### src/rtl/pipelined_prefix_adder_pkg.sv
`default_nettype none
// ============================================================================
// Module : prefix_adder_pkg
// Shared operation type and elaboration helpers for the pipelined prefix adder.
// Rev    : 1.0
// ============================================================================
package prefix_adder_pkg;

    typedef enum logic {
        OP_ADD = 1'b0,
        OP_SUB = 1'b1
    } op_e;

    function automatic int clog2(input int n);
        int r;
        r = 0;
        while ((1 << r) < n) r++;
        return r;
    endfunction

    // True when a register rank follows prefix level l.
    function automatic bit stage_after(input int l, input int stages, input int log2w);
        return (((l + 1) * stages) / (log2w + 1)) > ((l * stages) / (log2w + 1));
    endfunction

endpackage
`default_nettype wire

### src/rtl/pipelined_prefix_adder_if.sv
`default_nettype none
// ============================================================================
// Module : pipelined_prefix_adder_if
// Valid/ready operand and result streams of the pipelined prefix adder.
// Rev    : 1.0
// ============================================================================
interface pipelined_prefix_adder_if #(
    parameter int WIDTH = 32,
    parameter int TAG_W = 4
);
    logic             in_valid;
    logic             in_ready;
    logic [WIDTH-1:0] in_a;
    logic [WIDTH-1:0] in_b;
    logic             in_cin;
    logic             in_op;
    logic [TAG_W-1:0] in_tag;
    logic             out_valid;
    logic             out_ready;
    logic [WIDTH-1:0] out_sum;
    logic             out_cout;
    logic             out_ovf;
    logic             out_zero;
    logic [TAG_W-1:0] out_tag;

    modport master (
        output in_valid, in_a, in_b, in_cin, in_op, in_tag, out_ready,
        input  in_ready, out_valid, out_sum, out_cout, out_ovf, out_zero, out_tag
    );

    modport slave (
        input  in_valid, in_a, in_b, in_cin, in_op, in_tag, out_ready,
        output in_ready, out_valid, out_sum, out_cout, out_ovf, out_zero, out_tag
    );
endinterface
`default_nettype wire

### src/rtl/pipelined_prefix_adder_level.sv
`default_nettype none
// ============================================================================
// Module : prefix_level
// One combinational Sklansky level; vector position 0 holds bit -1 (carry-in).
// Rev    : 1.0
// ============================================================================
module prefix_level #(
    parameter int WIDTH = 32,
    parameter int LEVEL = 1
) (
    input  logic [WIDTH:0] i_p,
    input  logic [WIDTH:0] i_g,
    output logic [WIDTH:0] o_p,
    output logic [WIDTH:0] o_g
);
    localparam int BLK  = 1 << LEVEL;
    localparam int HALF = 1 << (LEVEL - 1);

    assign o_p[0] = i_p[0];
    assign o_g[0] = i_g[0];

    for (genvar i = 0; i < WIDTH; i++) begin : g_bit
        localparam int K = (i / BLK) * BLK + HALF - 1;
        if (((i / HALF) % 2) == 1) begin : g_cell
            // Partner group already reaches bit -1 below BLK, so only G matters.
            if (i < BLK) begin : g_gray
                assign o_g[i+1] = i_g[i+1] | (i_p[i+1] & i_g[K+1]);
                assign o_p[i+1] = 1'b0;
            end else begin : g_black
                assign o_g[i+1] = i_g[i+1] | (i_p[i+1] & i_g[K+1]);
                assign o_p[i+1] = i_p[i+1] & i_p[K+1];
            end
        end else begin : g_pass
            assign o_g[i+1] = i_g[i+1];
            assign o_p[i+1] = i_p[i+1];
        end
    end
endmodule
`default_nettype wire

### src/rtl/pipelined_prefix_adder.sv
`default_nettype none
// ============================================================================
// Module : pipelined_prefix_adder
// Pipelined Sklansky adder/subtractor with flags, tag and global-stall handshake.
// Rev    : 1.0
// ============================================================================
module pipelined_prefix_adder
    import prefix_adder_pkg::*;
#(
    parameter int WIDTH  = 32,
    parameter int STAGES = 3,
    parameter int TAG_W  = 4
) (
    input  logic                    clk,
    input  logic                    nReset,
    pipelined_prefix_adder_if.slave bus
);
    localparam int LOG2W = clog2(WIDTH);

    if (WIDTH < 8 || WIDTH > 64 || (1 << LOG2W) != WIDTH ||
        STAGES < 1 || STAGES > LOG2W + 1 || TAG_W < 1) begin : g_param_check
        $error("pipelined_prefix_adder: parameter out of range");
    end

    logic             w_adv;
    logic [WIDTH:0]   w_p   [0:LOG2W];
    logic [WIDTH:0]   w_g   [0:LOG2W];
    logic [WIDTH-1:0] w_po  [0:LOG2W];
    logic [TAG_W-1:0] w_tag [0:LOG2W];
    logic             w_vld [0:LOG2W];

    logic             r_out_valid;
    logic [WIDTH-1:0] r_sum;
    logic             r_cout;
    logic             r_ovf;
    logic             r_zero;
    logic [TAG_W-1:0] r_tag;

    assign w_adv        = bus.out_ready | ~r_out_valid;
    assign bus.in_ready = w_adv;

    for (genvar l = 0; l <= LOG2W; l++) begin : g_lvl
        logic [WIDTH:0]   w_lp;
        logic [WIDTH:0]   w_lg;
        logic [WIDTH-1:0] w_lpo;
        logic [TAG_W-1:0] w_ltag;
        logic             w_lvld;

        if (l == 0) begin : g_prep
            logic             w_sub;
            logic [WIDTH-1:0] w_bm;
            logic [WIDTH-1:0] w_gen;
            logic             w_c0;
            assign w_sub  = (op_e'(bus.in_op) == OP_SUB);
            assign w_bm   = w_sub ? ~bus.in_b : bus.in_b;
            assign w_c0   = w_sub | bus.in_cin;
            assign w_lpo  = bus.in_a ^ w_bm;
            assign w_gen  = bus.in_a & w_bm;
            // Bit 0 absorbs the bit -1 generate here, so every group reaching bit 0 carries c0.
            assign w_lp   = {w_lpo[WIDTH-1:1], 2'b00};
            assign w_lg   = {w_gen[WIDTH-1:1], w_gen[0] | (w_lpo[0] & w_c0), w_c0};
            assign w_ltag = bus.in_tag;
            assign w_lvld = bus.in_valid & w_adv;
        end else begin : g_net
            prefix_level #(
                .WIDTH (WIDTH),
                .LEVEL (l)
            ) u_level (
                .i_p (w_p[l-1]),
                .i_g (w_g[l-1]),
                .o_p (w_lp),
                .o_g (w_lg)
            );
            assign w_lpo  = w_po[l-1];
            assign w_ltag = w_tag[l-1];
            assign w_lvld = w_vld[l-1];
        end

        if (l < LOG2W && stage_after(l, STAGES, LOG2W)) begin : g_rank
            logic [WIDTH:0]   r_p;
            logic [WIDTH:0]   r_g;
            logic [WIDTH-1:0] r_po;
            logic [TAG_W-1:0] r_rtag;
            logic             r_vld;
            always_ff @(posedge clk or negedge nReset) begin
                if (!nReset) begin
                    r_p    <= '0;
                    r_g    <= '0;
                    r_po   <= '0;
                    r_rtag <= '0;
                    r_vld  <= 1'b0;
                end else if (w_adv) begin
                    r_p    <= w_lp;
                    r_g    <= w_lg;
                    r_po   <= w_lpo;
                    r_rtag <= w_ltag;
                    r_vld  <= w_lvld;
                end
            end
            assign w_p[l]   = r_p;
            assign w_g[l]   = r_g;
            assign w_po[l]  = r_po;
            assign w_tag[l] = r_rtag;
            assign w_vld[l] = r_vld;
        end else begin : g_wire
            assign w_p[l]   = w_lp;
            assign w_g[l]   = w_lg;
            assign w_po[l]  = w_lpo;
            assign w_tag[l] = w_ltag;
            assign w_vld[l] = w_lvld;
        end
    end

    // Position j of the final G vector is the carry into bit j (carry out of bit j-1).
    logic [WIDTH-1:0] w_sum;
    logic             w_cout;
    logic             w_ovf;
    logic             w_zero;
    logic             w_unused_p;

    assign w_sum      = w_po[LOG2W] ^ w_g[LOG2W][WIDTH-1:0];
    assign w_cout     = w_g[LOG2W][WIDTH];
    assign w_ovf      = w_g[LOG2W][WIDTH-1] ^ w_cout;
    assign w_zero     = ~|w_sum;
    assign w_unused_p = ^w_p[LOG2W];

    always_ff @(posedge clk or negedge nReset) begin
        if (!nReset) begin
            r_out_valid <= 1'b0;
            r_sum       <= '0;
            r_cout      <= 1'b0;
            r_ovf       <= 1'b0;
            r_zero      <= 1'b0;
            r_tag       <= '0;
        end else if (w_adv) begin
            r_out_valid <= w_vld[LOG2W];
            r_sum       <= w_sum;
            r_cout      <= w_cout;
            r_ovf       <= w_ovf;
            r_zero      <= w_zero;
            r_tag       <= w_tag[LOG2W];
        end
    end

    assign bus.out_valid = r_out_valid;
    assign bus.out_sum   = r_sum;
    assign bus.out_cout  = r_cout;
    assign bus.out_ovf   = r_ovf;
    assign bus.out_zero  = r_zero;
    assign bus.out_tag   = r_tag;
endmodule
`default_nettype wire

### src/flat_wrapper.sv
// flat-port wrapper written by rule: the top's interface ports become plain ports
module pipelined_prefix_adder_flat import prefix_adder_pkg::*;
#(
    parameter int WIDTH  = 32,
    parameter int STAGES = 3,
    parameter int TAG_W  = 4
)
  (clk, nReset, bus_in_valid, bus_in_a, bus_in_b, bus_in_cin, bus_in_op, bus_in_tag, bus_out_ready, bus_in_ready, bus_out_valid, bus_out_sum, bus_out_cout, bus_out_ovf, bus_out_zero, bus_out_tag);
  pipelined_prefix_adder_if #(.WIDTH(WIDTH), .TAG_W(TAG_W)) bus_i ();
  input  logic clk;
  input  logic nReset;
  input wire logic [$bits(bus_i.in_valid)-1:0] bus_in_valid;
  input wire logic [$bits(bus_i.in_a)-1:0] bus_in_a;
  input wire logic [$bits(bus_i.in_b)-1:0] bus_in_b;
  input wire logic [$bits(bus_i.in_cin)-1:0] bus_in_cin;
  input wire logic [$bits(bus_i.in_op)-1:0] bus_in_op;
  input wire logic [$bits(bus_i.in_tag)-1:0] bus_in_tag;
  input wire logic [$bits(bus_i.out_ready)-1:0] bus_out_ready;
  output wire logic [$bits(bus_i.in_ready)-1:0] bus_in_ready;
  output wire logic [$bits(bus_i.out_valid)-1:0] bus_out_valid;
  output wire logic [$bits(bus_i.out_sum)-1:0] bus_out_sum;
  output wire logic [$bits(bus_i.out_cout)-1:0] bus_out_cout;
  output wire logic [$bits(bus_i.out_ovf)-1:0] bus_out_ovf;
  output wire logic [$bits(bus_i.out_zero)-1:0] bus_out_zero;
  output wire logic [$bits(bus_i.out_tag)-1:0] bus_out_tag;
  assign bus_i.in_valid = bus_in_valid;
  assign bus_i.in_a = bus_in_a;
  assign bus_i.in_b = bus_in_b;
  assign bus_i.in_cin = bus_in_cin;
  assign bus_i.in_op = bus_in_op;
  assign bus_i.in_tag = bus_in_tag;
  assign bus_i.out_ready = bus_out_ready;
  assign bus_in_ready = bus_i.in_ready;
  assign bus_out_valid = bus_i.out_valid;
  assign bus_out_sum = bus_i.out_sum;
  assign bus_out_cout = bus_i.out_cout;
  assign bus_out_ovf = bus_i.out_ovf;
  assign bus_out_zero = bus_i.out_zero;
  assign bus_out_tag = bus_i.out_tag;
  pipelined_prefix_adder #(.WIDTH(WIDTH), .STAGES(STAGES), .TAG_W(TAG_W)) u_core (.clk(clk), .nReset(nReset), .bus(bus_i));
endmodule
### config.mk
export PLATFORM = sky130hd
export DESIGN_NAME = pipelined_prefix_adder_flat
export DESIGN_NICKNAME = d
export VERILOG_FILES = /design/src/rtl/pipelined_prefix_adder_pkg.sv /design/src/rtl/pipelined_prefix_adder_if.sv /design/src/rtl/pipelined_prefix_adder_level.sv /design/src/rtl/pipelined_prefix_adder.sv /design/src/flat_wrapper.sv
export SDC_FILE = /design/constraint.sdc
export NUM_CORES = 1
export LEC_CHECK = 0
export CELL_PAD_IN_SITES_DETAIL_PLACEMENT = 2
export CELL_PAD_IN_SITES_GLOBAL_PLACEMENT = 2
export CORE_UTILIZATION = 37
export CTS_BUF_LIST = sky130_fd_sc_hd__clkbuf_16
export DETAILED_ROUTE_END_ITERATION = 7
export GPL_ROUTABILITY_DRIVEN = 0
export GPL_TIMING_DRIVEN = 1
export PLACE_DENSITY = 0.95
export SYNTH_ARGS = -nofsm -noshare
export SYNTH_HDL_FRONTEND = slang
export SYNTH_SLANG_ARGS = --single-unit
### constraint.sdc
create_clock -name clk -period 6.16 [get_ports clk]
set_input_delay 1.848 -clock clk [delete_from_list [all_inputs] [get_ports clk]]
set_output_delay 1.848 -clock clk [all_outputs]
set_load 0.03 [all_outputs]
==> impl_metrics.toml, run 1 <==
[outcome]
status = "completed"

[global_route]
grt_antenna_before_repair = 0
grtUsageTotal = 0.222
grt_max_degree = 254
grt_pass1_wl_um = 45900
globalRouteOverflowTotal = 0
grt_pass1_vias = 8562

[synthesis]
synthCells = 1018
async_flop_share = 1.00
synth_top_flop_cell = "dfrtp_1"
synth.yosys.seq_area_share = 0.576
synthDistinctLibCells = 33
synthesis.area_sq_um = 9390
ys_warn_count = 0
yosysTopAreaCellShare = 0.576
synth-edff-count = 0
syn-num-nets = 1125
synth_area_per_cell_sq_um = 9.22
yosys-top-cells-area = "dfrtp_1 58%, nand2_1 17%, ha_1 4.4%, xor2_1 4.4%, a21oi_1 3.1%"
synth_seq_cells = 216
synth_largest_area_cell = "dfrtp_1"

[power]
p_per_area_nw_per_um2 = 473
irDropWorstVdd_uv = 276
leakage_uw = 0.00562

[placement]
io_buffers = 114
place_hpwl_um = 18400

[critical_path]
end_kind = "primary output"
startpoint_type = "primary input"
crit_path_max_fanout = 27
r2r_cells = 6
critPathArrivalTime_ps = 3420
cp.required_ps = 4310
path_class = "primary input to primary output"

[clock_tree]
hold_buffers = 0
cts_resized = 0
path_clk_slew_ps = 60
cts.path.max_buffers = 3
root_buffer = "clkbuf_16"
clk-insertion-delay-late_ps = 500
cts_buffers = 23
cts_tree = "built"
htreeDepth = 1
cts_setup_buffers = 0
cts_sinks = 216

[sta]
period_share = 0.855
worst_pin_slew_ps = 1080
slew_violations = 0
hold_viol = 0
fmaxAchievable_mhz = 190
setup_tns_ps = 0
relSlewSlack = 0.278
clock_skew_ps = 10.4
rsz0062_at_grt = "no"
period_minus_slack_ps = 5270
setup_viol = 0
fin_hold_ws_ps = 469

[routing]
via_per_inst = 5.11
drc = 0
drtPass1Iterations = 4
routedWlPerCell_um = 19.2
vias = 7403
routed_wl_um = 27900
drt_iter0_drc = 317
drtAntennaViolNets = 0

[floorplanning]
coreArea_sq_um = 24600
die_h_um = 161
die_w_um = 161
initial_core_util = 0.381
num_rows = 57
io_pins = 115
die_area_sq_um = 26000

[flow_run]
cap_violations = 0

[layout]
antennaDiodeCount = 0
utilization = 0.467
nets = 1216
drive_gt1_frac = 0.0409
syn2layout_area_growth_pct = 22.5

[min_path]
hold_path_depth = 2
hold_class = "flop to flop"
==> routing by layer <==
layer,vias to the layer above,global-route usage,share of wire
met1,3792,0.272,0.42
met2,131,0.416,0.54
met5,-,0,0
met4,0,0.0540,0.019
met3,37,0.0234,0.027
li1,3443,-,-
==> power by group <==
group	leakage [uW]	internal (uW)	total, uW	switching [uW]
clock network	0.000354	758	1330	567
registers	0.00268	1900	2270	375
logic	0.00258	677	1850	1170
total	0.00562	3330	5440	2110
==> synthesized netlist by cell type (all sizes together) (2+ instances only) <==
library cell and number:
nand4 3, clkbuf 39, inv 2, buf 14, o21ai 59, nor3 2
nand3 22, a22o 3, a21o 14, mux2 4, nand2b 2, xor2 47
and3 3, nor2 40, a21oi 61, dfrtp 216, xnor2 16, ha 33
nand2 428
==> final timing paths <==
kind / from / to / slack (ps)
setup / recovery: bus_out_ready / bus_in_ready / 890
hold / removal: u_core.g_lvl[1].g_rank.r_po[0] / u_core.g_lvl[1].g_rank.r_po[0] / 470
setup reg to reg: u_core.g_lvl[3].g_rank.r_g[8] / u_core.bus.out_zero / 3550
hold reg to reg: u_core.g_lvl[1].g_rank.r_po[0] / u_core.g_lvl[1].g_rank.r_po[0] / 470
max in group asynchronous: nReset / u_core.g_lvl[3].g_rank.r_p[15] / 3590
min in group asynchronous: nReset / u_core.g_lvl[3].g_rank.r_g[7] / 1440
==> worst max-delay path, stage by stage <==
cell	delay, ps
clkdlybuf4s50_1	510
nor2b_4	70
inv_4	230
clkdlybuf4s50_1	750
==> sequential cells by signal, summed over array words and instances, names as in the netlist <==
name	cells
u_core.bus.out_ovf	1
u_core.g_lvl.g_rank.r_p	36
u_core.g_lvl.g_rank.r_rtag	8
u_core.bus.out_tag	4
u_core.bus.out_valid	1
u_core.g_lvl.g_rank.r_g	66
u_core.bus.out_cout	1
u_core.bus.out_sum	32
u_core.g_lvl.g_rank.r_vld	2
u_core.g_lvl.g_rank.r_po	64
u_core.bus.out_zero	1
==> stage by stage <==
stage,instance area [sq um],power [uW],worst slack [ps],instances
after CTS,11500,5520,891,1449
final,11500,5440,892,1449
after global routing,11500,5760,846,1449
after detailed placement,10800,4130,904,1408
after global placement,10800,3930,912,1408
after floorplan,9390,3310,1380,1018
==> area by class of cell <==
class / instances / area (sq um)
Multi-Input combinational cell: 747 / 3770
Fill cell: 2621 / 13100
Sequential cell: 216 / 5410
Tap cell: 324 / 405
Clock buffer: 23 / 576
Timing Repair Buffer: 119 / 1200
Clock inverter: 18 / 130
Inverter: 2 / 10.0
==> cell families after synthesis <==
logic type | share of synthesized area
muxes | 0.00480
and+or+nand+nor | 0.212
DFF | 0.576
xor gates and xnor gates | 0.0588
AOI/OAI and AO/OA | 0.0814
adders and majority gates | 0.0440
buffers and inverters | 0.0231
==> cells in the final DEF (no fill, tap or decap), types with 8 or more instances in the layout <==
cell             count
clkdlybuf4s50_1    112
o21ai_0             59
a21o_1              14
xor2_1              47
nand2_1            428
nand3_1             22
clkbuf_16           23
nor2_1              40
dfrtp_1            216
ha_1                33
xnor2_1             16
clkinv_1             8
a21oi_1             59
(Power assumes the default switching activity.)
==> run 2: changes to the inputs <==
--- a/config.mk
+++ b/config.mk
@@ -10,7 +10,6 @@
 export CORE_UTILIZATION = 37
 export CTS_BUF_LIST = sky130_fd_sc_hd__clkbuf_16
 export DETAILED_ROUTE_END_ITERATION = 7
-export GPL_ROUTABILITY_DRIVEN = 0
 export GPL_TIMING_DRIVEN = 1
 export PLACE_DENSITY = 0.95
 export SYNTH_ARGS = -nofsm -noshare
==> results of run 2 <==
Final layout, timing and power as in run 1 (identical DEF).
==> RTL change: new RTL, config.mk and constraints of run 1 <==
`TAG_W` is set to 4 in 3 places; all go to 6.
--- a/src/rtl/pipelined_prefix_adder_if.sv
+++ b/src/rtl/pipelined_prefix_adder_if.sv
@@ -6,7 +6,7 @@
 // ============================================================================
 interface pipelined_prefix_adder_if #(
     parameter int WIDTH = 32,
-    parameter int TAG_W = 4
+    parameter int TAG_W = 6
 );
     logic             in_valid;
     logic             in_ready;
--- a/src/rtl/pipelined_prefix_adder.sv
+++ b/src/rtl/pipelined_prefix_adder.sv
@@ -9,7 +9,7 @@
 #(
     parameter int WIDTH  = 32,
     parameter int STAGES = 3,
-    parameter int TAG_W  = 4
+    parameter int TAG_W  = 6
 ) (
     input  logic                    clk,
     input  logic                    nReset,
--- a/src/flat_wrapper.sv
+++ b/src/flat_wrapper.sv
@@ -3,7 +3,7 @@
 #(
     parameter int WIDTH  = 32,
     parameter int STAGES = 3,
-    parameter int TAG_W  = 4
+    parameter int TAG_W  = 6
 )
   (clk, nReset, bus_in_valid, bus_in_a, bus_in_b, bus_in_cin, bus_in_op, bus_in_tag, bus_out_ready, bus_in_ready, bus_out_valid, bus_out_sum, bus_out_cout, bus_out_ovf, bus_out_zero, bus_out_tag);
   pipelined_prefix_adder_if #(.WIDTH(WIDTH), .TAG_W(TAG_W)) bus_i ();
Ports: changed (resized bus_in_tag and bus_out_tag); port bits go from 115 to 119. The function was not compared with the original's and may differ.
==> RTL change against run 1 <==
  * Synthesized area increased by 2.6%
  * Critical path type unchanged
  * Sequential share of layout area decreased by 0.48 points
  * Maximum frequency increased by 5.5%
  * Wire length increased by 22%
  * Total power increased by 11%
  * Setup slack improved by 0.28 ns
  * Design area increased by 3.8%
  * Combinational power increased by 11%
  * Worst hold slack got worse by 0.0023 ns
  * Sequential cell count increased by 6
==> RTL change: results (changes against run 1) <==
stage,metric,value,unit,change
place,placed_cell_area,11100,µm²,+2.6%
routing,wl_met1,14.5,mm,+25%
yosys,ys_top_cells_by_count,"nand2_1, dfrtp_1, o21ai_0",,
yosys,synthTopCellsByArea,"dfrtp_1, nand2_1, ha_1, xor2_1, o21ai_0",,
routing,vias,7906,,+6.8%
grt,track_usage,0.264,,+0.0415
setup_path,r2r_slack,3.41,ns,-0.14 ns
setup_path,cp_slowest_stage_delay,0.66,ns,-0.09 ns
pwr,pg_clk,1.62,mW,+22%
place,placedCellCount,1445,,+2.6%
setup_path,crit_fanout,2,,-93%
routing,via_per_inst,5.31,,+4.0%
sta,hold_slack,0.467,ns,-0.00227 ns
place,numPortBuffers,118,,+3.5%
pwr,vdd_drop_max,0.576,mV,+110%
grt,grt_pass1_vias,9013,,+5.3%
status,status,finished clean,,
pwr,p_sw_frac,0.397,,+0.00916
layout,drive_gt1_frac,0.0492,,+0.00833
routing,wl_met2,17.1,mm,+14%
yosys,avgSynthCellArea,9.21,µm²,-0.15%
pwr,switching_power,2.40,mW,+14%
sta,worst_clock_skew,0.0147,ns,+0.00430 ns
grt,grt_pass1_wl,53.7,mm,+17%
layout,fillers,2613,,-0.31%
grt,grt_max_degree,267,,+5.1%
-- RTL change: cell types whose count changed after synthesis, sizes merged, moves of 3 or more --
cell,delta
o21ai,+3
nor2,-4
clkbuf,+4
dfrtp,+6
buf,-4
nand2,+22
-- RTL change: cell families (layout without fill, tap and decap cells) --
| logic type | count (synthesis) | count (layout) | share of synthesized area |
|---|---|---|---|
| muxes | 2 | 2 | 0.00234 |
| AOI/OAI and AO/OA | 145 | 145 | 0.0843 |
| and+or+nand+nor | 527 | 527 | 0.214 |
| DFF | 222 | 222 | 0.577 |
| xor gates and xnor gates | 63 | 63 | 0.0573 |
| buffers and inverters | 54 | 166 | 0.0226 |
| adders and majority gates | 33 | 33 | 0.0429 |
-- RTL change: layout make-up --
class                      count  area [µm²]  share of cell area
sequential                   222        5560               0.465
clock buffer                  25         626              0.0524
multi-input combinational    770        3860               0.324
tap                          330         413              0.0346
timing repair buffer         122        1240               0.103
inverter                       1        6.26            0.000524
clock inverter                18         243              0.0203
